### src/rtl/pair_triple_stim_gen_pkg.sv
// pair_triple_stim_gen_pkg: shared state encoding, sweep length and golden
// detector function for the pair/triple detector self-test.
package pair_triple_stim_gen_pkg;

   typedef enum logic [1:0] {IDLE, DRIVE, SAMPLE, DONE} state_t;

   localparam int NUM_VECS = 8;

   // Golden detector: output is 1 when at least two of the three inputs are 1.
   function automatic logic majority3(input logic [2:0] v);
      return (v[0] & v[1]) | (v[0] & v[2]) | (v[1] & v[2]);
   endfunction

endpackage

### src/rtl/pair_triple_stim_gen_ref.sv
// pair_triple_ref: combinational golden model of the pair/triple detector.
module pair_triple_ref
   import pair_triple_stim_gen_pkg::*;
(
   input  logic [2:0] vec,
   output logic       expected
);

   assign expected = majority3(vec);

endmodule

### src/rtl/pair_triple_stim_gen.sv
// pair_triple_stim_gen: sweeps all 3-bit detector input vectors, holds each for
// HOLD_CYCLES, samples the detector output and tallies mismatches against the golden model.
module pair_triple_stim_gen
   import pair_triple_stim_gen_pkg::*;
#(
   parameter int HOLD_CYCLES = 2,
   parameter int ERR_W       = 4
) (
   input  logic             clk,
   input  logic             rst_n,
   input  logic             start,
   input  logic             det_in,
   output logic [2:0]       stim,
   output logic             busy,
   output logic             done,
   output logic             pass,
   output logic [ERR_W-1:0] err_count,
   output logic             fail_valid,
   output logic [2:0]       fail_vec
);

   localparam int HW = $clog2(HOLD_CYCLES + 1);
   localparam logic [HW-1:0] HOLD_LOAD = HW'(HOLD_CYCLES - 1);
   localparam logic [2:0] LAST_VEC = 3'(NUM_VECS - 1);

   state_t           state, state_nx;
   logic [2:0]       vec, vec_nx, stim_nx, fail_vec_nx;
   logic [HW-1:0]    hold, hold_nx;
   logic [ERR_W-1:0] err_nx;
   logic             fail_valid_nx, expected;

   pair_triple_ref u_ref (
      .vec      (vec),
      .expected (expected)
   );

   always_ff @(posedge clk or negedge rst_n) begin
      if (!rst_n) begin
         state      <= IDLE;
         vec        <= '0;
         hold       <= '0;
         stim       <= '0;
         err_count  <= '0;
         fail_valid <= 1'b0;
         fail_vec   <= '0;
      end else begin
         state      <= state_nx;
         vec        <= vec_nx;
         hold       <= hold_nx;
         stim       <= stim_nx;
         err_count  <= err_nx;
         fail_valid <= fail_valid_nx;
         fail_vec   <= fail_vec_nx;
      end
   end

   always_comb begin
      state_nx      = state;
      vec_nx        = vec;
      hold_nx       = hold;
      stim_nx       = stim;
      err_nx        = err_count;
      fail_valid_nx = fail_valid;
      fail_vec_nx   = fail_vec;
      case (state)
         IDLE, DONE: begin
            if (start) begin
               state_nx      = DRIVE;
               vec_nx        = '0;
               hold_nx       = HOLD_LOAD;
               stim_nx       = '0;
               err_nx        = '0;
               fail_valid_nx = 1'b0;
               fail_vec_nx   = '0;
            end
         end
         DRIVE: begin
            if (hold == '0) state_nx = SAMPLE;
            else hold_nx = hold - 1'b1;
         end
         SAMPLE: begin
            // Only the first mismatch is latched; the counter saturates instead of wrapping.
            if (det_in != expected) begin
               err_nx = &err_count ? err_count : err_count + 1'b1;
               if (!fail_valid) begin
                  fail_valid_nx = 1'b1;
                  fail_vec_nx   = vec;
               end
            end
            if (vec == LAST_VEC) begin
               state_nx = DONE;
               stim_nx  = '0;
            end else begin
               state_nx = DRIVE;
               vec_nx   = vec + 3'd1;
               stim_nx  = vec + 3'd1;
               hold_nx  = HOLD_LOAD;
            end
         end
         default: state_nx = IDLE;
      endcase
   end

   assign busy = (state == DRIVE) || (state == SAMPLE);
   assign done = (state == DONE);
   assign pass = done && (err_count == '0);

endmodule

### config.mk
export PLATFORM = sky130hd
export DESIGN_NAME = pair_triple_stim_gen
export DESIGN_NICKNAME = d
export VERILOG_FILES = /design/src/rtl/pair_triple_stim_gen_pkg.sv /design/src/rtl/pair_triple_stim_gen_ref.sv /design/src/rtl/pair_triple_stim_gen.sv
export SDC_FILE = /design/constraint.sdc
export NUM_CORES = 1
export LEC_CHECK = 0
export ABC_CLOCK_PERIOD_IN_PS = 4500
export BUFFER_PORTS_ARGS = -buffer_cell sky130_fd_sc_hd__buf_2
export CAP_MARGIN = 20
export CORE_AREA = 2 2 47 49
export CTS_CLUSTER_DIAMETER = 50
export DETAILED_ROUTE_END_ITERATION = 6
export DIE_AREA = 0 0 49 51
export PLACE_DENSITY = 0.91
export SLEW_MARGIN = 15
export SYNTH_ARGS = -nofsm -noshare
export SYNTH_HDL_FRONTEND = slang
export SYNTH_SLANG_ARGS = --single-unit
### constraint.sdc
create_clock -name clk -period 4.5 [get_ports clk]
set_input_delay 0.225 -clock clk [delete_from_list [all_inputs] [get_ports clk]]
set_output_delay 0.225 -clock clk [all_outputs]
set_load 0.005 [all_outputs]
==> impl_metrics.sql, run 1 <==
INSERT INTO impl_metrics (metric_group, metric, value, unit) VALUES
('worst_setup_path', 'timing.critical_path.slowest_stage_cell', 'sky130_fd_sc_hd__ha_1', ''),
('drt', 'detail_route.wl_per_cell', '13.9', 'um'),
('synthesis', 'synthesis.instances', '118', ''),
('die', 'floorplan.die_area', '2500', 'um2'),
('finish', 'antenna_cells', '0', ''),
('finish', 'area_overhead_vs_synth', '13.6', '%'),
('synthesis', 'synth.yosys.warnings', '0', ''),
('timing', 'worstMarginPinSlew', '935', 'ps'),
('clock_network', 'worstSkewPairLatency', '290', 'ps'),
('synthesis', 'number_of_flops_mapped_to_enable_cells_by_yosys', '0', ''),
('worst_setup_path', 'worst_setup_path_end_kind', 'flip-flop', ''),
('clock_network', 'clkSinkCount', '18', ''),
('clock_network', 'postCtsSetupRepairBufs', '0', ''),
('drt', 'detailroute.via_count', '987', ''),
('synthesis', 'synth-simple-area-share', '16.2', '%'),
('drt', 'drtAntennaViolNets', '0', ''),
('synthesis', 'synth_fa_ha_area_share', '10.3', '%'),
('worst_setup_path', 'rrSetupSlack', '2100', 'ps'),
('timing', 'final_min_period_over_clock_period', '53.4', '%'),
('clock_network', 'htreeDepth', '1', ''),
('synthesis', 'synthDistinctLibCells', '33', ''),
('timing', 'hold_violations', '0', ''),
('grt', 'grt_pass1_vias', '859', ''),
('grt', 'antenna_found_initial', '0', ''),
('placement', 'portBuffers', '17', ''),
('worst_setup_path', 'timing_worst_setup_path_type', 'reg -> reg', ''),
('synthesis', 'yosys.area.top_type_share', '41.0', '%'),
('clock_network', 'clk_transition_reported_paths', '110', 'ps'),
('synthesis', 'synth_area_leaders', 'sky130_fd_sc_hd__dfrtp_1 41%, sky130_fd_sc_hd__ha_1 10%, sky130_fd_sc_hd__nand2_1 6.2%', ''),
('finish', 'finalCoreUtilization', '60.4', '%'),
('hold_path', 'min-delay-path-class', 'in -> reg', ''),
('timing', 'timing_max_transition_violations_final', '0', ''),
('worst_setup_path', 'setup.worst_path.start_class', 'flip-flop', ''),
('synthesis', 'synth_top_family_by_area', 'compound AO/OA/AOI/OAI gates', ''),
('drt', 'drc', '0', ''),
('run', 'max_cap_violations', '0', ''),
('drt', 'drt_iter0_drc', '63', ''),
('finish', 'drive_gt1_share', '19.1', '%'),
('placement', 'place_hpwl', '1710', 'um'),
('synthesis', 'synth-compound-area-share', '26.0', '%'),
('finish', 'layout.area.seq', '450', 'um2'),
('drt', 'postRouteWirelength', '2290', 'um'),
('synthesis', 'ys.flop_type', 'sky130_fd_sc_hd__dfrtp_1', ''),
('clock_network', 'cts_resized', '0', ''),
('timing', 'timing.max_slew.rel_slack', '35.9', '%'),
('die', 'core_area', '2060', 'um2'),
('timing', 'grt_setup_unrepaired', 'false', ''),
('synthesis', 'yosys-mux-area-fraction', '1.82', '%'),
('worst_setup_path', 'crit_chain', 'inv_1 -> ha_1 -> mux2i_1 -> a41oi_1 -> a21boi_0 -> o21ai_0', ''),
('die', 'rows', '17', ''),
('clock_network', 'cts-buffers-inserted', '3', ''),
('drt', 'drt-vias-per-instance', '6.02', ''),
('die', 'die_h', '51', 'um'),
('timing', 'fmaxAchievable', '0.416', 'GHz'),
('die', 'floorplan.initialDensity', '53.2', '%'),
('worst_setup_path', 'critical_path.max_fanout', '19', ''),
('synthesis', 'post-synth-top-area-cell', 'sky130_fd_sc_hd__dfrtp_1', ''),
('timing', 'finClkSkew', '4.71', 'ps'),
('worst_setup_path', 'endpoint_required_time_on_the_critical_path', '4680', 'ps'),
('synthesis', 'synth-seq-area-share', '41.0', '%'),
('synthesis', 'syn_area_per_cell', '9.30', 'um2'),
('finish', 'multiInputGateArea', '596', 'um2'),
('synthesis', 'postSynthNetCount', '131', ''),
('finish', 'post_layout_nonfiller_instances', '164', ''),
('finish', 'fin_nets', '150', ''),
('die', 'pin_count', '18', ''),
('drt', 'drt_first_pass_iters', '4', ''),
('clock_network', 'quantity_of_hold_fixing_buffers_added_after_cts', '1', ''),
('synthesis', 'post_synth_instance_area', '1100', 'um2'),
('outcome', 'status', 'finished clean', ''),
('clock_network', 'root_buffer', 'sky130_fd_sc_hd__clkbuf_4', '');
worst paths after layout:
check                         start            to  cells after the start
setup reg to reg           state[0]  err_count[0]                      6
hold / removal                start       stim[2]                      3
min in group asynchronous     rst_n   fail_vec[1]                      2
setup / recovery           state[0]  err_count[0]                      6
hold reg to reg             stim[1]       stim[1]                      2
max in group asynchronous     rst_n       hold[0]                      2
cell type report:
| cell class | count | area share (%) |
|---|---|---|
| clock buffers | 4 | 2.91 |
| inverters | 9 | 2.71 |
| multi-input cells | 87 | 47.8 |
| flip-flops and latches | 18 | 36.1 |
| well taps | 28 | 2.81 |
| repair buffers | 18 | 7.63 |
where the power goes:
part / switching (mW) / internal, mW / total, mW
Combinational: 0.199 / 0.124 / 0.323
Sequential: 0.0328 / 0.194 / 0.226
Clock: 0.0513 / 0.0493 / 0.101
Total: 0.283 / 0.367 / 0.650
through the flow:
stage | worst slack [ps] | hold WS [ps] | area, um2 | power (mW)
detailed placement | 2180 | 176 | 1200 | 0.547
floorplan | 2710 | -70.6 | 1100 | 0.467
finish | 2100 | 270 | 1250 | 0.650
global route | 1900 | 296 | 1250 | 0.704
CTS | 2160 | 256 | 1250 | 0.651
global placement | 2320 | 171 | 1200 | 0.531
layout by cell type (no fill, tap or decap):
cell,netlist,final
sky130_fd_sc_hd__nand4_1,5,5
sky130_fd_sc_hd__o211ai_1,3,3
sky130_fd_sc_hd__o22ai_1,1,1
sky130_fd_sc_hd__mux2i_1,2,2
sky130_fd_sc_hd__nand3_1,2,2
sky130_fd_sc_hd__a22oi_1,4,4
sky130_fd_sc_hd__o31ai_1,3,3
sky130_fd_sc_hd__ha_1,9,9
sky130_fd_sc_hd__a21o_2,1,1
sky130_fd_sc_hd__nor4bb_1,1,1
sky130_fd_sc_hd__a41oi_1,1,1
sky130_fd_sc_hd__dfrtp_1,18,18
sky130_fd_sc_hd__buf_2,2,17
sky130_fd_sc_hd__o41ai_1,1,1
sky130_fd_sc_hd__a21boi_0,1,1
sky130_fd_sc_hd__nor2b_1,1,1
sky130_fd_sc_hd__nor3b_1,1,1
sky130_fd_sc_hd__clkbuf_8,0,1
sky130_fd_sc_hd__o21ai_0,9,9
sky130_fd_sc_hd__a32oi_1,1,1
sky130_fd_sc_hd__inv_1,9,9
sky130_fd_sc_hd__a21oi_1,8,8
sky130_fd_sc_hd__a31oi_1,1,1
sky130_fd_sc_hd__a22o_1,2,2
sky130_fd_sc_hd__nor3_2,1,1
sky130_fd_sc_hd__a221oi_4,1,1
sky130_fd_sc_hd__a22o_2,1,1
sky130_fd_sc_hd__nand2_1,18,18
sky130_fd_sc_hd__a2bb2oi_1,1,1
sky130_fd_sc_hd__or3_4,1,1
sky130_fd_sc_hd__nor3_1,1,1
sky130_fd_sc_hd__o21a_1,1,1
sky130_fd_sc_hd__dlygate4sd3_1,0,1
sky130_fd_sc_hd__clkbuf_4,0,3
sky130_fd_sc_hd__nor2_1,5,5
critical path: cells and delay by family (launching register included):
family / cells / cell delay [ps]
adders and majority gates: 1 / 560
muxes: 1 / 470
DFF: 1 / 450
AOI/OAI and AO/OA: 3 / 750
buffers and inverters: 1 / 80
state kept, by name, summed over array words and instances, names as in the netlist:
signal	count
err_count	4
fail_vec	3
stim	3
vec	3
hold	2
state	2
fail_valid	1
per-layer routing:
metal  routed length, um  global-route usage (%)  vias to the layer above
li1                    -                       -                      473
met1                1020                    24.7                      469
met2                1110                    32.2                       40
met3                 117                    3.51                        5
met4                  38                    9.05                        0
met5                   0                       0                        -
cell families after synthesis:
kind of cell / Yosys count
muxes: 2
AOI/OAI and AO/OA: 40
buffers and inverters: 13
DFF: 18
and+or+nand+nor: 36
adders and majority gates: 9
Note: power is estimated with default switching activity, not from simulation.
==> run 2, diff against run 1 <==
--- a/config.mk
+++ b/config.mk
@@ -5,14 +5,14 @@
 export SDC_FILE = /design/constraint.sdc
 export NUM_CORES = 1
 export LEC_CHECK = 0
-export ABC_CLOCK_PERIOD_IN_PS = 4500
+export ABC_CLOCK_PERIOD_IN_PS = 2500
 export BUFFER_PORTS_ARGS = -buffer_cell sky130_fd_sc_hd__buf_2
 export CAP_MARGIN = 20
-export CORE_AREA = 2 2 47 49
+export CORE_AREA = 2 2 49 51
 export CTS_CLUSTER_DIAMETER = 50
 export DETAILED_ROUTE_END_ITERATION = 6
-export DIE_AREA = 0 0 49 51
-export PLACE_DENSITY = 0.91
+export DIE_AREA = 0 0 51 53
+export PLACE_DENSITY = 0.85
 export SLEW_MARGIN = 15
 export SYNTH_ARGS = -nofsm -noshare
 export SYNTH_HDL_FRONTEND = slang
==> constraint.sdc (replaced) <==
create_clock -name clk -period 2.5 [get_ports clk]
set_input_delay 0.125 -clock clk [delete_from_list [all_inputs] [get_ports clk]]
set_output_delay 0.125 -clock clk [all_outputs]
set_load 0.005 [all_outputs]
==> impl_metrics.sql, run 2 (synthesized netlist as in run 1, its figures left out) <==
INSERT INTO impl_metrics (metric_group, metric, value, unit) VALUES
('timing', 'grt_setup_unrepaired', 'false', ''),
('finish', 'multiInputGateArea', '596', 'um2'),
('drt', 'postRouteWirelength', '2390', 'um'),
('finish', 'layout.area.seq', '450', 'um2'),
('finish', 'largest_register_ff_count', '4', ''),
('finish', 'post_layout_nonfiller_instances', '166', ''),
('die', 'die_span_x', '51', 'um'),
('die', 'die_h', '53', 'um'),
('timing', 'fin_hold_ws', '159', 'ps'),
('worst_setup_path', 'critPathLaunch', 'state[0]', ''),
('die', 'pin_count', '18', ''),
('power', 'cellLeakagePower', '0.600', 'nW'),
('run', 'max_cap_violations', '0', ''),
('worst_setup_path', 'setup.worst_path.start_class', 'flip-flop', ''),
('worst_setup_path', 'critical_path.reg2reg.endpoint', 'vec[1]', ''),
('drt', 'drc', '0', ''),
('finish', 'drive_gt1_share', '20.3', '%'),
('clock_network', 'clkSinkCount', '18', ''),
('clock_network', 'cts.path.max_buffers', '2', ''),
('finish', 'most_flop_heavy_register', 'err_count', ''),
('placement', 'place_hpwl', '1800', 'um'),
('drt', 'detailroute.via_count', '967', ''),
('finish', 'layout.cells.most_common_list', '18 x sky130_fd_sc_hd__nand2_1, 18 x sky130_fd_sc_hd__dfrtp_1, 17 x sky130_fd_sc_hd__buf_2', ''),
('worst_setup_path', 'worst_setup_path_end_kind', 'flip-flop', ''),
('worst_setup_path', 'rrSetupSlack', '490', 'ps'),
('grt', 'antenna_found_initial', '0', ''),
('worst_setup_path', 'worst_ep_arrival_time', '2190', 'ps'),
('drt', 'drt_iter0_drc', '25', ''),
('placement', 'portBuffers', '17', ''),
('clock_network', 'cts_tree', 'done', ''),
('hold_path', 'min-delay-path-class', 'in -> reg', ''),
('finish', 'antenna_cells', '0', ''),
('worst_setup_path', 'endpoint_required_time_on_the_critical_path', '2680', 'ps'),
('die', 'rows', '17', ''),
('clock_network', 'worstSkewPairLatency', '290', 'ps'),
('worst_setup_path', 'regToRegStartpoint', 'state[0]', ''),
('timing', 'timing.max_slew.rel_slack', '62.8', '%'),
('clock_network', 'root_buffer', 'sky130_fd_sc_hd__clkbuf_4', ''),
('placement', 'globalplace.congestion', '0.783', ''),
('timing', 'finClkSkew', '5.80', 'ps'),
('placement', 'dp.cells', '161', ''),
('grt', 'total_gr_overflow', '0', ''),
('power', 'power_density', '960', 'nW/um2'),
('outcome', 'status', 'finished clean', ''),
('timing', 'hold_violations', '0', ''),
('finish', 'fin_nets', '152', ''),
('timing', 'timing.setup.tns', '0', 'ps'),
('drt', 'detail_route.wl_per_cell', '14.4', 'um'),
('grt', 'global_route_wire_length_before_repair', '3920', 'um'),
('power', 'ir_drop', '0.753', 'mV'),
('die', 'floorplan.initialDensity', '51.1', '%'),
('die', 'core_area', '2150', 'um2'),
('grt', 'grt_pass1_vias', '959', ''),
('worst_setup_path', 'worst_r2r_path_depth', '7', ''),
('worst_setup_path', 'critical_path.max_fanout', '9', ''),
('drt', 'drtAntennaViolNets', '0', ''),
('clock_network', 'cts-buffers-inserted', '3', ''),
('timing', 'finalSetupViolCount', '0', ''),
('worst_setup_path', 'cp-endpoint', 'vec[1]', ''),
('timing', 'worstMarginPinSlew', '558', 'ps'),
('clock_network', 'htreeDepth', '1', ''),
('worst_setup_path', 'timing_worst_setup_path_type', 'reg -> reg', ''),
('grt', 'largest_net_degree_at_the_start_of_global_routing', '19', ''),
('finish', 'finalCoreUtilization', '58.7', '%'),
('drt', 'drt-vias-per-instance', '5.83', ''),
('timing', 'fmaxAchievable', '0.498', 'GHz'),
('finish', 'fillers', '199', ''),
('finish', 'area_overhead_vs_synth', '14.9', '%'),
('die', 'floorplan.die_area', '2700', 'um2'),
('drt', 'drt_first_pass_iters', '4', ''),
('placement', 'preCtsSetupSlack', '536', 'ps'),
('timing', 'timing_max_transition_violations_final', '0', ''),
('clock_network', 'clk_transition_reported_paths', '110', 'ps'),
('clock_network', 'cts_resized', '0', ''),
('timing', 'final.min_clock_period', '2010', 'ps'),
('timing', 'layout_setup_ws', '492', 'ps'),
('grt', 'grt.total_usage', '19.1', '%'),
('timing', 'final_min_period_over_clock_period', '80.3', '%');
==> run 2: changes by cell type in the layout (fill, tap and decap cells not counted), sizes merged <==
cell,change
buf,+2
==> run 2: metrics by stage <==
step / instance area [um2] / power (mW)
floorplan: 1100 / 0.840
global placement: 1210 / 0.991
detailed placement: 1210 / 1.03
CTS: 1260 / 1.22
global route: 1260 / 1.30
finish: 1260 / 1.21
==> run 2: worst min-delay path by stage <==
stage	endpoint	slack, ps	from	depth (start not counted)
after global placement	fail_vec[1]	70	rst_n	1
after CTS	stim[2]	150	start	3
after global routing	stim[2]	180	start	3
after detailed placement	fail_vec[1]	80	rst_n	1
after floorplan	err_count[0]	-170	rst_n	0
final	stim[2]	160	start	3
==> run 2: critical path, cell delays in order, from the launching register on <==
cell and delay, ps:
sky130_fd_sc_hd__dfrtp_1 430, sky130_fd_sc_hd__inv_1 60, sky130_fd_sc_hd__ha_1 380, sky130_fd_sc_hd__mux2i_1 480, sky130_fd_sc_hd__buf_4 260, sky130_fd_sc_hd__nor3b_1 60, sky130_fd_sc_hd__a21oi_1 130, sky130_fd_sc_hd__o21ai_0 80
==> run 2: repair_timing <==
item	4_1_cts	5_1_grt
endpoints found under the hold margin	18	0
setup buffers	0	0
hold buffers	1	0
==> run 2: routing by layer <==
layer	vias up	GRT usage, %	wire length, um
met5	-	0	0
met4	0	4.05	15
met3	2	2.54	119
met2	24	37.4	1220
met1	472	21.8	1030
li1	469	-	-
==> run 2: layout make-up <==
cell class	instances	share of cell area, %
Timing Repair Buffer	20	8.73
Inverter	9	2.68
Sequential cell	18	35.7
Tap cell	28	2.78
Multi-Input combinational cell	87	47.2
Clock buffer	4	2.88
==> run 2: power by group <==
group | leakage (nW) | total (mW) | switching, mW | internal, mW
registers | 0.242 | 0.408 | 0.0591 | 0.349
logic | 0.337 | 0.618 | 0.374 | 0.244
clock network | 0.0210 | 0.184 | 0.0959 | 0.0886
